File: config.mk
export PLATFORM = sky130hd
export DESIGN_NAME = branch_unit_flat
export DESIGN_NICKNAME = d
export VERILOG_FILES = /design/src/rtl/branch_unit_if.sv /design/src/rtl/branch_unit.sv /design/src/flat_wrapper.sv
export SDC_FILE = /design/constraint.sdc
export NUM_CORES = 1
export LEC_CHECK = 0
export CAP_MARGIN = 20
export CORE_MARGIN = 10
export CORE_UTILIZATION = 35
export DETAILED_ROUTE_END_ITERATION = 7
export SYNTH_ARGS = -nofsm -noshare
export SYNTH_HDL_FRONTEND = slang
export SYNTH_SLANG_ARGS = --single-unit
export TNS_END_PERCENT = 100
File: constraint.sdc
create_clock -name i_clk -period 11 [get_ports i_clk]
set_input_delay 1.1 -clock i_clk [delete_from_list [all_inputs] [get_ports i_clk]]
set_output_delay 1.1 -clock i_clk [all_outputs]
set_load 0.005 [all_outputs]
File: src/rtl/branch_unit_if.sv
// Identify-stage to branch-unit bundle: branch presentation, SPR write path and
// the registered result/SPR views returned to the core.
interface branch_unit_if;
  logic        i_en;
  logic [0:31] i_instr;
  logic        i_i_form;
  logic        i_b_form;
  logic        i_cond_LR;
  logic        i_cond_CTR;
  logic        i_cond_TAR;
  logic [0:63] i_cia;
  logic [0:31] i_cr;
  logic        i_spr_we;
  logic [1:0]  i_spr_sel;
  logic [0:63] i_spr_wdata;
  logic        o_valid;
  logic        o_taken;
  logic [0:63] o_nia;
  logic        o_illegal;
  logic [0:63] o_lr;
  logic [0:63] o_ctr;
  logic [0:63] o_tar;

  modport master (
    output i_en, i_instr, i_i_form, i_b_form, i_cond_LR, i_cond_CTR, i_cond_TAR,
           i_cia, i_cr, i_spr_we, i_spr_sel, i_spr_wdata,
    input  o_valid, o_taken, o_nia, o_illegal, o_lr, o_ctr, o_tar
  );

  modport slave (
    input  i_en, i_instr, i_i_form, i_b_form, i_cond_LR, i_cond_CTR, i_cond_TAR,
           i_cia, i_cr, i_spr_we, i_spr_sel, i_spr_wdata,
    output o_valid, o_taken, o_nia, o_illegal, o_lr, o_ctr, o_tar
  );
endinterface

File: src/rtl/branch_unit.sv
// Branch execution unit: resolves I/B/XL-form branches, owns LR/CTR/TAR and
// returns a registered redirect one cycle after acceptance.
module branch_unit (
  input logic          i_clk,
  input logic          i_rst,
  branch_unit_if.slave bru
);

  logic [0:63] lr_q, ctr_q, tar_q;
  logic [0:63] nia_q;
  logic        valid_q, illegal_q, taken_q;

  logic [0:4]  bo;
  logic [4:0]  bi;
  logic [23:0] li;
  logic [13:0] bd;
  logic        aa, lk;
  logic        is_bcctr;
  logic        illegal;
  logic        dec_ctr;
  logic [0:63] ctr_m;
  logic        ctr_ok, cond_ok, taken;
  logic [0:63] cia_p4;
  logic [0:63] exts_li, exts_bd;
  logic [0:63] target;

  always_comb begin
    bo       = bru.i_instr[6:10];
    bi       = bru.i_instr[11:15];
    li       = bru.i_instr[6:29];
    bd       = bru.i_instr[16:29];
    aa       = bru.i_instr[30];
    lk       = bru.i_instr[31];
    is_bcctr = bru.i_cond_CTR;
    illegal  = !$onehot({bru.i_i_form, bru.i_b_form, bru.i_cond_LR,
                         bru.i_cond_CTR, bru.i_cond_TAR})
               || (is_bcctr && !bo[2]);
    cia_p4   = bru.i_cia + 64'd4;
    exts_li  = {{38{li[23]}}, li, 2'b00};
    exts_bd  = {{48{bd[13]}}, bd, 2'b00};
    ctr_m    = ctr_q - 64'd1;
    // bcctr branches through CTR itself, so it never counts it down
    dec_ctr  = !bo[2] && !is_bcctr && !bru.i_i_form;
    ctr_ok   = is_bcctr || bo[2] || ((ctr_m != 64'd0) ^ bo[3]);
    cond_ok  = bo[0] || (bru.i_cr[bi] == bo[1]);
    taken    = bru.i_i_form || (ctr_ok && cond_ok);

    target = '0;
    if (bru.i_i_form)
      target = aa ? exts_li : (bru.i_cia + exts_li);
    else if (bru.i_b_form)
      target = aa ? exts_bd : (bru.i_cia + exts_bd);
    else if (bru.i_cond_LR)
      target = {lr_q[0:61], 2'b00};
    else if (bru.i_cond_CTR)
      target = {ctr_q[0:61], 2'b00};
    else
      target = {tar_q[0:61], 2'b00};
  end

  always_ff @(posedge i_clk or posedge i_rst) begin
    if (i_rst) begin
      valid_q   <= 1'b0;
      illegal_q <= 1'b0;
      taken_q   <= 1'b0;
      nia_q     <= '0;
      lr_q      <= '0;
      ctr_q     <= '0;
      tar_q     <= '0;
    end else begin
      valid_q   <= bru.i_en && !illegal;
      illegal_q <= bru.i_en && illegal;

      if (bru.i_spr_we) begin
        case (bru.i_spr_sel)
          2'd0:    lr_q  <= bru.i_spr_wdata;
          2'd1:    ctr_q <= bru.i_spr_wdata;
          2'd2:    tar_q <= bru.i_spr_wdata;
          default: ;
        endcase
      end

      // Branch updates come last so they override an mtspr to the same SPR
      if (bru.i_en && !illegal) begin
        taken_q <= taken;
        nia_q   <= taken ? target : cia_p4;
        if (lk)
          lr_q <= cia_p4;
        if (dec_ctr)
          ctr_q <= ctr_m;
      end
    end
  end

  assign bru.o_valid   = valid_q;
  assign bru.o_illegal = illegal_q;
  assign bru.o_taken   = taken_q;
  assign bru.o_nia     = nia_q;
  assign bru.o_lr      = lr_q;
  assign bru.o_ctr     = ctr_q;
  assign bru.o_tar     = tar_q;

endmodule

File: src/flat_wrapper.sv
// flat-port wrapper written by rule: the top's interface ports become plain ports
module branch_unit_flat 
  (i_clk, i_rst, bru_i_en, bru_i_instr, bru_i_i_form, bru_i_b_form, bru_i_cond_LR, bru_i_cond_CTR, bru_i_cond_TAR, bru_i_cia, bru_i_cr, bru_i_spr_we, bru_i_spr_sel, bru_i_spr_wdata, bru_o_valid, bru_o_taken, bru_o_nia, bru_o_illegal, bru_o_lr, bru_o_ctr, bru_o_tar);
  branch_unit_if bru_i ();
  input logic i_clk;
  input logic i_rst;
  input wire logic [$bits(bru_i.i_en)-1:0] bru_i_en;
  input wire logic [$bits(bru_i.i_instr)-1:0] bru_i_instr;
  input wire logic [$bits(bru_i.i_i_form)-1:0] bru_i_i_form;
  input wire logic [$bits(bru_i.i_b_form)-1:0] bru_i_b_form;
  input wire logic [$bits(bru_i.i_cond_LR)-1:0] bru_i_cond_LR;
  input wire logic [$bits(bru_i.i_cond_CTR)-1:0] bru_i_cond_CTR;
  input wire logic [$bits(bru_i.i_cond_TAR)-1:0] bru_i_cond_TAR;
  input wire logic [$bits(bru_i.i_cia)-1:0] bru_i_cia;
  input wire logic [$bits(bru_i.i_cr)-1:0] bru_i_cr;
  input wire logic [$bits(bru_i.i_spr_we)-1:0] bru_i_spr_we;
  input wire logic [$bits(bru_i.i_spr_sel)-1:0] bru_i_spr_sel;
  input wire logic [$bits(bru_i.i_spr_wdata)-1:0] bru_i_spr_wdata;
  output wire logic [$bits(bru_i.o_valid)-1:0] bru_o_valid;
  output wire logic [$bits(bru_i.o_taken)-1:0] bru_o_taken;
  output wire logic [$bits(bru_i.o_nia)-1:0] bru_o_nia;
  output wire logic [$bits(bru_i.o_illegal)-1:0] bru_o_illegal;
  output wire logic [$bits(bru_i.o_lr)-1:0] bru_o_lr;
  output wire logic [$bits(bru_i.o_ctr)-1:0] bru_o_ctr;
  output wire logic [$bits(bru_i.o_tar)-1:0] bru_o_tar;
  assign bru_i.i_en = bru_i_en;
  assign bru_i.i_instr = bru_i_instr;
  assign bru_i.i_i_form = bru_i_i_form;
  assign bru_i.i_b_form = bru_i_b_form;
  assign bru_i.i_cond_LR = bru_i_cond_LR;
  assign bru_i.i_cond_CTR = bru_i_cond_CTR;
  assign bru_i.i_cond_TAR = bru_i_cond_TAR;
  assign bru_i.i_cia = bru_i_cia;
  assign bru_i.i_cr = bru_i_cr;
  assign bru_i.i_spr_we = bru_i_spr_we;
  assign bru_i.i_spr_sel = bru_i_spr_sel;
  assign bru_i.i_spr_wdata = bru_i_spr_wdata;
  assign bru_o_valid = bru_i.o_valid;
  assign bru_o_taken = bru_i.o_taken;
  assign bru_o_nia = bru_i.o_nia;
  assign bru_o_illegal = bru_i.o_illegal;
  assign bru_o_lr = bru_i.o_lr;
  assign bru_o_ctr = bru_i.o_ctr;
  assign bru_o_tar = bru_i.o_tar;
  branch_unit u_core (.i_clk(i_clk), .i_rst(i_rst), .bru(bru_i));
endmodule
# == Word-level counts from Yosys, hierarchy flattened ==
# Cells that the tools add are included.
# totals
register_bits,259
latch_bits,0
ram_bits,0
rom_bits,0
inputBits,203
out_inout_bits,259
elab_cells,59
n_memories,0
# classes
add_sub_neg,8
mul,0
n_div,0
order_cmp,1
n_eq_ne,4
n_shift,0
mux,18
n_bitwise,2
reduce_logical,19
# ops
operator,n
2-to-1 mux 64 bit,15
adder 64 bit,2
adder 64 x 3 -> 64 bit (second input constant),1
nonzero test 64 bit,1
subtractor 64 x 1 -> 64 bit (second input constant),1
greater-or-equal comparator 6 bit (second input constant),1
logical AND 1 bit,6
inverter 5 -> 6 bit,1
binary-select mux 1 bit (select 5 bit),1
logical NOT 1 bit,5
logical OR 1 bit,5
adder 1 x 1 -> 2 bit,2
adder 3 x 1 -> 3 bit,1
adder 3 bit,1
== test 3 x 1 -> 1 bit (second input constant),1
== test 2 x 1 -> 1 bit (second input constant),1
== test 2 bit (second input constant),1
logical NOT 2 bit,1
2-to-1 mux 1 bit,2
AND reduction 2 bit,1
== test 1 bit,1
bitwise XOR 1 bit,1

# == Longest topological paths before layout ==
# Gate-level depths: netlist of run 1.
# depth
depth_word,9
mapped_depth,19
mapped_depth_nobuf,15

# == Least setup slack after synthesis of run 1 ==
# Ideal clock, no wire load.
# synth_timing
path_kind,reg2reg
start,"reg u_core.ctr_q, in the netlist u_core.bru.o_ctr[63]"
end,"reg u_core.nia_q, in the netlist u_core.bru.o_nia[13]"
setup_time_ns,0.069
arrival_ns,4.371
required_ns,10.931
setup_slack_ns,6.560
path_stages_with_launch,18
path_buffers,4
period_less_slack_ns,4.440
cell_sequence,dfrtp_1 -> clkbuf_1 -> inv_1 -> ha_1 -> buf_2 -> nor4b_4 -> nand3_1 -> nor3_1 -> xor2_1 -> or4_1 -> or4_4 -> nor4_4 -> mux2_2 -> nand2_2 -> clkbuf_1 -> buf_2 -> nand3_1 -> nand3_1
# synth_via
elab_chain_len,7
# synth_rtl
item,line_no,text
start: declaration,branch_unit.sv:9,"logic [0:63] lr_q, ctr_q, tar_q;"
start signal: assignment,branch_unit.sv:77,2'd1: ctr_q <= bru.i_spr_wdata;
start signal: assignment,branch_unit.sv:90,ctr_q <= ctr_m;
subtractor 64 x 1 -> 64 bit,branch_unit.sv:41,ctr_m = ctr_q - 64'd1;
nonzero test 64 bit,branch_unit.sv:44,ctr_ok = is_bcctr || bo[2] || ((ctr_m != 64'd0) ^ bo[3]);
bitwise XOR 1 bit,branch_unit.sv:44,
logical OR 1 bit,branch_unit.sv:44,
logical AND 1 bit,branch_unit.sv:46,taken = bru.i_i_form || (ctr_ok && cond_ok);
logical OR 1 bit,branch_unit.sv:46,
2-to-1 mux 64 bit,branch_unit.sv:86,nia_q <= taken ? target : cia_p4;
end signal: assignment,branch_unit.sv:86,
end: declaration,branch_unit.sv:10,logic [0:63] nia_q;
# No other way between the ends.
# A chain may end at the register's enable or synchronous reset.

# == Worst setup path in the final report of run 1 ==
# layout_timing
start,"reg u_core.ctr_q, in the netlist u_core.bru.o_ctr[63]"
end,"reg u_core.nia_q, in the netlist u_core.bru.o_nia[36]"
# The elaborated chain is that of the path after synthesis.

==> results by group, run 1 <==
Timing
  – Final setup skew: around 0.017 ns
  – RSZ-0062 raised after global routing: no
  – Shortest period the worst path allows: between 6 and 7 ns
  – Final Hold Slack: ~0.47 ns
  – Slew headroom: 20.3%
  – Final Cycle Share: 55.3%
  – Final Setup Violations: 0
  – Final hold vios: 0
  – Max Freq: approximately 160 MHz
  – Setup TNS: 0 ns
  – Worst-Margin Slew: approximately 1.2 ns
  – Slack of the critical path: slightly below 5 ns
  – Count of final max-slew check failures: 0

Place
  – Placement Cell Area: 28700 sq um
  – I/O Buffers: between 400 and 500
  – Place WS: 4.68 ns
  – Dpl hpwl: ~85 mm
  – GPL Wtd Cong: just over 1

Clock tree
  – Clock Latency Late Sink: roughly 0.57 ns
  – Clock Sinks: roughly 260
  – TritonCTS clock tree: built
  – Hold-fix buffers, CTS: 0
  – Maximum buffer depth of the clock tree: 3
  – H-Tree Depth: 1
  – CTS resizes: 0
  – Postcts setup bufs: 0
  – Total CTS buffers: 28
  – Root Driver: clkbuf_16
  – Clk slew on worst S/H paths: 0.06 ns

Cells and area
  – Layout Nets: 3605
  – Sequential cell area: 6480 sq um
  – Commonest non-fill, non-tap cell in the layout: clkdlybuf4s50_1
  – Most frequent cells in the layout: clkdlybuf4s50_1 (450), nand2_1 (315), a21oi_1 (285)
  – Area grow syn2layout: 25.7%
  – Share of cells above drive strength 1: 7.59%
  – Post-route cell area: approximately 30000 sq um
  – Area used by multi-input combinational logic: approximately 16000 sq um
  – # diodes: 0
  – Filler cells: between 6000 and 7000

Worst setup path
  – Setup crit end kind: flop
  – Crit path to: u_core.bru.o_nia[36]$_DFFE_PP0P_
  – RR Endpoint: u_core.bru.o_nia[36]$_DFFE_PP0P_
  – CP max FO: between 70 and 80
  – Reg2Reg Setup Slack: slightly below 5 ns
  – Worst Path Class, Setup: flop to flop
  – R2R Path Start: u_core.bru.o_ctr[63]$_DFF_PP0_
  – Critical Path RT: between 10 and 15 ns
  – Worst Setup SP: u_core.bru.o_ctr[63]$_DFF_PP0_
  – Startpoint Class: flop
  – Arrival time of the worst setup path: 6.51 ns
  – Worst r2r path cells: 16

Synthesis
  – Post-synthesis xor/xnor area fraction: 6.29%
  – Compound-Gate Fraction of Synth Area: a little under a quarter
  – Primary FF master, synth: dfrtp_1
  – Number of enable flip-flop cells after synthesis: 0
  – Synth Area per Inst: 7.94 sq um
  – Register area share after synthesis: 27.5%
  – Cell variety after synth: 84
  – Mapped Cells: slightly below 3000
  – Adder-cell area share of the yosys netlist: 6.26%
  – FF+latch count, synth: 259
  – Ys async rst share: between 90% and 100%
  – Simple-Gate Fraction of Synth Area: 20.2%
  – Post-Syn Area: 23500 sq um
  – Mux cell area share after synthesis: between 10 and 15%
  – Syn nets: approximately 3300
  – Warning count from the yosys run: 0
  – Largest family of logic cells by synthesized area: compound AO/OA/AOI/OAI gates

Floorplanning
  – Io pins: 462
  – Number of core rows: 95
  – Die area: 78100 sq um
  – Initial core utilization: 35.2%
  – Die height: 279 um
  – Core Region: around 67000 sq um
  – Die Width: ~280 um

Pwr
  – Internal: 2.85 mW
  – Switch share: between 30% and 40%
  – Switching Power: 1.85 mW
  – Sequential Power Share: approximately 34%
  – Comb power frac: a little under half
  – Clock power frac: between 20 and 25%
  – Power consumption: about 4.7 mW
  – Worst VDD drop: roughly 0.00012 V
  – Static leakage: roughly 12 nW
  – Pwr Density: between 150 and 200 nW/um^2

GRT
  – First-pass GRT wire length: 157 mm
  – GRT overflow: 0
  – Initial antenna violation count: 4
  – Largest net degree at the start of global routing: a little under 100
  – Global-route usage over all layers: between 20% and 30%
  – Vias in the first global route: between 20000 and 25000

Detailed routing
  – Vias per cell: 5.92
  – Antenna violation net count after detailed routing: 0
  – DR vias: roughly 25000
  – DRT Wirelength: between 100 and 150 mm
  – Router iterations before antenna repair: 5
  – DRT iter0 DRCs: ~2600
  – DRC errors left: 0
  – Routed len/inst: about 26 um

Run status
  – Outcome: finished, final reports clean

Hold path
  – Hold path cells: 2
  – Hold Path Class: flop to flop

Flow run
  – Count of max-cap constraint violations: 0
==> routing by layer <==
layer / track usage [%] / vias up / share of wire, %
li1: - / 11500 / -
met1: 37.1 / 11900 / 44
met2: 40.4 / 1183 / 44
met3: 4.99 / 127 / 9.6
met4: 6.36 / 8 / 2.5
met5: 0 / - / 0.046
==> state kept, by name, summed over array words and instances (netlist names) <==
name,flops
u_core.bru.o_nia,64
u_core.bru.o_lr,64
u_core.bru.o_valid,1
u_core.bru.o_taken,1
u_core.bru.o_illegal,1
u_core.bru.o_tar,64
u_core.bru.o_ctr,64
==> Yosys cell counts, types with 72 or more instances <==
cell	instances	area, sq um
a21oi_1	285	1430
clkbuf_1	166	623
dfrtp_1	259	6480
ha_1	113	1410
inv_1	72	270
mux2_2	129	1450
mux2i_1	111	1110
nand2_1	319	1200
nand3_1	108	541
nor2_1	263	987
o21ai_0	243	1220
xnor2_1	102	893
==> cell type report <==
class	instances	area share, %
Inverter	74	0.964
Tap cell	873	3.69
Multi-Input combinational cell	2439	54.3
Clock inverter	10	0.368
Sequential cell	259	21.9
Clock buffer	41	2.71
Timing Repair Buffer	484	16.1
==> logic make-up after synthesis <==
kind of cell | after synthesis
compound gates | 893
xor+xnor | 169
fa+ha+maj | 116
buf+inv | 269
flops | 259
mux | 261
simple gates | 1000
==> power groups by stage <==
stage	registers, mW	clock network [mW]	logic [mW]
2_1_floorplan	1.49	0	0.976
3_5_place_dp	1.61	0	2.11
4_1_cts	1.60	0.979	2.12
5_1_grt	1.65	1.02	2.28
6_report	1.61	0.966	2.13
3_3_place_gp	1.61	0	2.10
==> worst min path at each step <==
stage                     slack [ns]                             start                                to
final                           0.47    u_core.bru.o_taken$_DFFE_PP0P_    u_core.bru.o_taken$_DFFE_PP0P_
after global routing            0.51  u_core.bru.o_nia[47]$_DFFE_PP0P_  u_core.bru.o_nia[47]$_DFFE_PP0P_
after CTS                       0.48  u_core.bru.o_nia[47]$_DFFE_PP0P_  u_core.bru.o_nia[47]$_DFFE_PP0P_
after detailed placement        0.46  u_core.bru.o_nia[47]$_DFFE_PP0P_  u_core.bru.o_nia[47]$_DFFE_PP0P_
after global placement          0.46  u_core.bru.o_nia[47]$_DFFE_PP0P_  u_core.bru.o_nia[47]$_DFFE_PP0P_
after floorplan                 0.46  u_core.bru.o_nia[47]$_DFFE_PP0P_  u_core.bru.o_nia[47]$_DFFE_PP0P_
==> stage by stage <==
step	utilization (%)	std cells
final	44.2	4180
after detailed placement	42.9	4129
after floorplan	-	2967
after global placement	42.9	4129
after global routing	44.2	4180
after CTS	44.2	4180
==> critical path, stage by stage, from the launching register on <==
cell and delay [ns]:
dfrtp_1 0.50, inv_1 0.10, ha_1 0.36, nor4b_4 0.51, nand3_1 0.47, or4_1 0.78
nor4b_1 0.43, a2bb2oi_1 0.19, nand4_1 0.16, nor4_4 0.37, mux2_2 0.40, nand2_2 0.06
buf_4 0.74, nor2_1 0.07, buf_4 0.23, o21ai_1 0.32, o22ai_1 0.18
Power figures use the tool's default switching activity.
==> run 2: changes to the inputs <==
==> constraint.sdc (replaced) <==
create_clock -name i_clk -period 5 [get_ports i_clk]
set_input_delay 0.5 -clock i_clk [delete_from_list [all_inputs] [get_ports i_clk]]
set_output_delay 0.5 -clock i_clk [all_outputs]
set_load 0.005 [all_outputs]
==> run 2 against run 1 <==
Global-route usage is 0.74 points higher. Largest cell class unchanged. First-iteration DRC count is 15% higher. Highest routed layer unchanged. Sequential share of layout area is 0.72 points lower. Core utilization is 1.5 points higher. Maximum frequency is 28% higher. Clock skew is 0.011 ns higher. Die area stayed put. Final cell count is 3.0% higher. Hold slack worse by 0.040 ns. Combinational power is 130% higher. Routed wire length is 3.1% higher. Via count is 1.9% higher.
==> results by group, run 2 (synthesis gave the netlist of run 1 again) <==
Floorplanning
  – Die area: 78100 sq um (unchanged)
  – Initial core utilization: 35.2% (unchanged)
  – Core Region: 66900 sq um (unchanged)
  – Number of core rows: 95 (unchanged)
  – Io pins: 462 (unchanged)
  – Die height: 279 um (unchanged)
  – Die Width: 279 um (unchanged)

Detailed routing
  – Antenna violation net count after detailed routing: 0 (unchanged)
  – DRT iter0 DRCs: 3030 (was 2634)
  – Routed len/inst: 25.7 um (about the same)
  – DRT Wirelength: 111 mm (was 107 mm)
  – DR vias: 25200 (was 24800)
  – Router iterations before antenna repair: 6 (was 5)
  – Vias per cell: 5.86 (was 5.92)
  – DRC errors left: 0 (unchanged)

Flow run
  – Count of max-cap constraint violations: 0 (unchanged)

Pwr
  – Worst VDD drop: 0.000255 V (was 0.000125 V)
  – Sequential Power Share: 32.4% (was 34.3%)
  – Clock power frac: 20.5% (about the same)
  – Pwr Density: 347 nW/um^2 (was 159 nW/um^2)
  – Static leakage: 12.4 nW (was 11.8 nW)
  – Switching Power: 4.16 mW (was 1.85 mW)
  – Switch share: 39.3% (was 39.4%)
  – Comb power frac: 47.2% (was 45.2%)
  – Internal: 6.44 mW (was 2.85 mW)

Clock tree
  – CTS resizes: 0 (unchanged)
  – Postcts setup bufs: 0 (unchanged)
  – Clock Sinks: 259 (unchanged)
  – Clock Latency Late Sink: 0.58 ns (was 0.57 ns)
  – Root Driver: clkbuf_16 (unchanged)
  – Hold-fix buffers, CTS: 0 (unchanged)
  – Total CTS buffers: 28 (unchanged)
  – H-Tree Depth: 1 (unchanged)
  – TritonCTS clock tree: built (unchanged)
  – Clk slew on worst S/H paths: 0.07 ns (was 0.06 ns)
  – Maximum buffer depth of the clock tree: 3 (unchanged)

Worst setup path
  – Arrival time of the worst setup path: 5.23 ns (was 6.51 ns)
  – CP max FO: 35 (was 79)
  – Worst Path Class, Setup: flop to flop (unchanged)
  – CP max stage delay: 0.58 ns (was 0.78 ns)
  – CP Buf/Inv Count: 2 (was 3)
  – Setup crit end kind: flop (unchanged)
  – R2R Path Start: u_core.bru.o_ctr[62]$_DFF_PP0_ (was u_core.bru.o_ctr[63]$_DFF_PP0_)
  – CP top delay family: simple AND/OR/NAND/NOR gates (unchanged)
  – Startpoint Class: flop (unchanged)
  – Worst Setup SP: u_core.bru.o_ctr[62]$_DFF_PP0_ (was u_core.bru.o_ctr[63]$_DFF_PP0_)
  – Worst-path cell chain: inv_1 -> ha_1 -> nor4b_4 -> nand3_1 -> nor3_1 -> xor2_1 -> or4_1 -> or4_4 -> nor4_4 -> mux2_2 -> nand2_2 -> buf_12 -> mux2_1 -> o21ai_1 (was inv_1 -> ha_1 -> nor4b_4 -> nand3_1 -> or4_1 -> nor4b_1 -> a2bb2oi_1 -> nand4_1 -> nor4_4 -> mux2_2 -> nand2_2 -> buf_4 -> nor2_1 -> buf_4 -> o21ai_1 -> o22ai_1)
  – Slowest cell on crit path: or4_4 (was or4_1)
  – Critical Path RT: 5.48 ns (was 11.42 ns)

Timing
  – Final hold vios: 0 (unchanged)
  – Shortest period the worst path allows: 4.75 ns (was 6.09 ns)
  – RSZ-0062 raised after global routing: no (unchanged)
  – Count of final max-slew check failures: 0 (unchanged)
  – Final Setup Violations: 0 (unchanged)
  – Max Freq: 211 MHz (was 164 MHz)
  – Setup TNS: 0 ns (unchanged)
  – Slew headroom: 29.3% (was 20.3%)
  – Final Cycle Share: 94.9% (was 55.3%)
  – Worst-Margin Slew: 1.06 ns (was 1.18 ns)
  – Final setup skew: 0.0284 ns (was 0.0173 ns)

Cells and area
  – Most frequent cells in the layout: clkdlybuf4s50_1 (450), nand2_1 (317), a21oi_1 (285) (was clkdlybuf4s50_1 (450), nand2_1 (315), a21oi_1 (285))
  – Layout Nets: 3727 (was 3605)
  – Share of cells above drive strength 1: 10.8% (was 7.59%)
  – Area grow syn2layout: 30.0% (was 25.7%)
  – Commonest non-fill, non-tap cell in the layout: clkdlybuf4s50_1 (unchanged)
  – Layout Cells excl Fill: 4307 (was 4180)
  – Post-layout util: 45.7% (was 44.2%)

GRT
  – GRT overflow: 0 (unchanged)
  – Vias in the first global route: 23600 (was 22900)
  – Largest net degree at the start of global routing: 159 (was 97)
  – Global-route usage over all layers: 26.9% (was 26.2%)
  – First-pass GRT wire length: 161 mm (was 157 mm)
  – Initial antenna violation count: 6 (was 4)

Place
  – I/O Buffers: 455 (unchanged)
  – Dpl hpwl: 89.2 mm (was 84.8 mm)
  – Placed cells: 4250 (was 4129)
  – GPL Wtd Cong: 1.00 (was 1.01)

Run status
  – Outcome: finished, final reports clean (unchanged)

Hold path
  – Hold Path Class: input pin to asynchronous set/reset pin (was flop to flop)
[run 2: final timing paths]
path | endpoint | slack [ns] | cells after the start
worst max-delay path | u_core.bru.o_nia[48]$_DFFE_PP0P_ | 0.25 | 14
worst min-delay path | u_core.bru.o_tar[62]$_DFFE_PP0P_ | 0.43 | 3
worst max register to register | u_core.bru.o_nia[48]$_DFFE_PP0P_ | 0.25 | 14
worst min register to register | u_core.bru.o_nia[47]$_DFFE_PP0P_ | 0.48 | 2
max in group asynchronous | u_core.bru.o_lr[53]$_DFF_PP0_ | 3.39 | 4
min in group i_clk | u_core.bru.o_nia[47]$_DFFE_PP0P_ | 0.48 | 2
[run 2: cell type report]
cell class                      instances  area, sq um
Multi-Input combinational cell       2439        16100
Tap cell                              873         1090
Clock inverter                          7         68.8
Fill cell                            6617        36300
Antenna cell                            4         10.0
Timing Repair Buffer                  606         5740
Inverter                               74          282
Clock buffer                           45          866
Sequential cell                       259         6480
[run 2: stage by stage]
stage                     total power, mW  hold slack, ns  instance area, sq um  worst slack, ns
after floorplan                      5.42           0.463                 23600            0.560
after global placement               8.36           0.463                 29600            0.113
after detailed placement             8.38           0.463                 29600           0.0863
after CTS                            10.6           0.429                 30600            0.244
after global routing                 11.1           0.473                 30600           0.0457
final                                10.6           0.432                 30600            0.254
[run 2: power groups by stage]
stage	registers, mW	clock network, mW	logic, mW
2_1_floorplan	3.27	0	2.15
3_3_place_gp	3.42	0	4.94
3_5_place_dp	3.43	0	4.95
4_1_cts	3.40	2.19	4.97
5_1_grt	3.50	2.26	5.34
6_report	3.43	2.17	5.00
[run 2: metal layers]
metal	global-route usage, %	part of all wire, %
met2	41.5	44
met3	4.39	8.8
met4	6.96	2.8
met5	0	0.033
met1	38.4	45
[run 2: worst min-delay path, delay by kind of cell]
| family | cells | cell delay (ns) |
|---|---|---|
| buffers and inverters | 3 | 0.91 |
==> edit, RTL diff (config.mk and constraints of run 2) <==
Reset style: synchronous (`i_rst`), changed in one clocked block.
--- a/src/rtl/branch_unit.sv
+++ b/src/rtl/branch_unit.sv
@@ -60,3 +60,3 @@
 
-  always_ff @(posedge i_clk or posedge i_rst) begin
+  always_ff @(posedge i_clk) begin
     if (i_rst) begin
Formal check against the unedited RTL: not equivalent (a bounded check fails within 4 cycles, from zero or initial values and one cycle with i_rst high; the reset may be asserted at any time).
==> edit against run 2 <==
  * Design area decreased by 1.1%
  * Clock skew decreased by 0.019 ns
  * Sequential cell count unchanged
  * Wire length increased by 6.1%
  * Maximum frequency decreased by 0.45%
  * Synthesized area decreased by 1.4%
  * Total power decreased by 30%
  * Setup slack got worse by 0.021 ns
  * Sequential share of layout area decreased by 4.1 points
  * Highest routed layer is now met4
==> edit: results (changes against run 2) <==
| Metric | Value |
|---|---|
| Outcome | finished clean |
| Critical-path cell with the highest stage delay | sky130_fd_sc_hd__nor3b_2 |
| Sequential-to-total area share from yosys stat | 22.3% (-5.2 points) |
| Netlist cell types | 86 (+2.4%) |
| Skew-Pair Late Insertion Delay | 0.56 ns (-0.02 ns) |
| Main synth FF type | sky130_fd_sc_hd__dfxtp_1 |
| Complex-gate fraction of the synthesized area | 27.9% (+4.9 points) |
| Proportion of layout cells with a drive suffix above 1 | 9.02% (-1.8 points) |
| Capture instance of the worst register-to-register path | u_core.bru.o_nia[56] |
| Vias post-DR | 27100 (+7.5%) |
| Logic depth of the worst register-to-register path | 13 (-1) |
| Flop2flop setup slack | 0.23 ns (-0.02 ns) |
| Worst supply voltage drop on vdd | 0.237 mV (-7.1%) |
| Average cell area after synthesis | 7.28 sq um (-8.2%) |
| Placed instance area | 0.0293 sq mm (-1.1%) |
| Initial DRC count | 3372 (+11%) |
| Ratio of routed vias to standard cells | 6.03 (+3.0%) |
| WHS | 0.380 ns (-0.0523 ns) |
| Top area cells in the synthesized netlist | sky130_fd_sc_hd__dfxtp_1 (22%), sky130_fd_sc_hd__nand2_1 (6.6%), sky130_fd_sc_hd__a21oi_1 (6.4%), sky130_fd_sc_hd__ha_1 (6.1%), sky130_fd_sc_hd__mux2i_1 (5.0%) |
| Arrival time of the worst setup path | 5.18 ns (-0.05 ns) |
| Post-synthesis adder-cell area fraction | 6.35% (+0.092 points) |
| Number of CTS-inserted buffers | 27 (-3.6%) |
| Actual slew at the worst max-slew pin | 1.15 ns (+0.0878 ns) |
| Synthesized-area fraction occupied by xor and xnor cells | 6.42% (+0.13 points) |
| Pleak | 0.0114 uW (-8.5%) |
| Half-perimeter wire length after placement | 94400 um (+5.8%) |
==> edit: report_power, final <==
part	internal, uW	switching [uW]	total [uW]
logic	1230	1720	2950
clock network	1260	942	2200
registers	2190	131	2320
==> edit: final cells by class <==
cell class	instances	area, sq um
Fill cell	6760	35500
Multi-Input combinational cell	2643	17000
Timing Repair Buffer	625	5910
Sequential cell	259	5180
Tap cell	864	1080
Clock buffer	36	749
Inverter	49	184
Clock inverter	13	176
Antenna cell	4	10.0
==> edit: repair_timing <==
| item | in CTS | in global routing |
|---|---|---|
| endpoints found under the hold margin | 0 | 0 |
| setup endpoints to repair | 0 | 1 |
| resized for setup | 0 | 1 |
==> edit: layer usage <==
metal | routed length (um) | global-route usage, %
met1 | 52400 | 40.3
met2 | 50600 | 43.6
met3 | 11000 | 5.03
met4 | 3280 | 7.62
met5 | 0 | 0
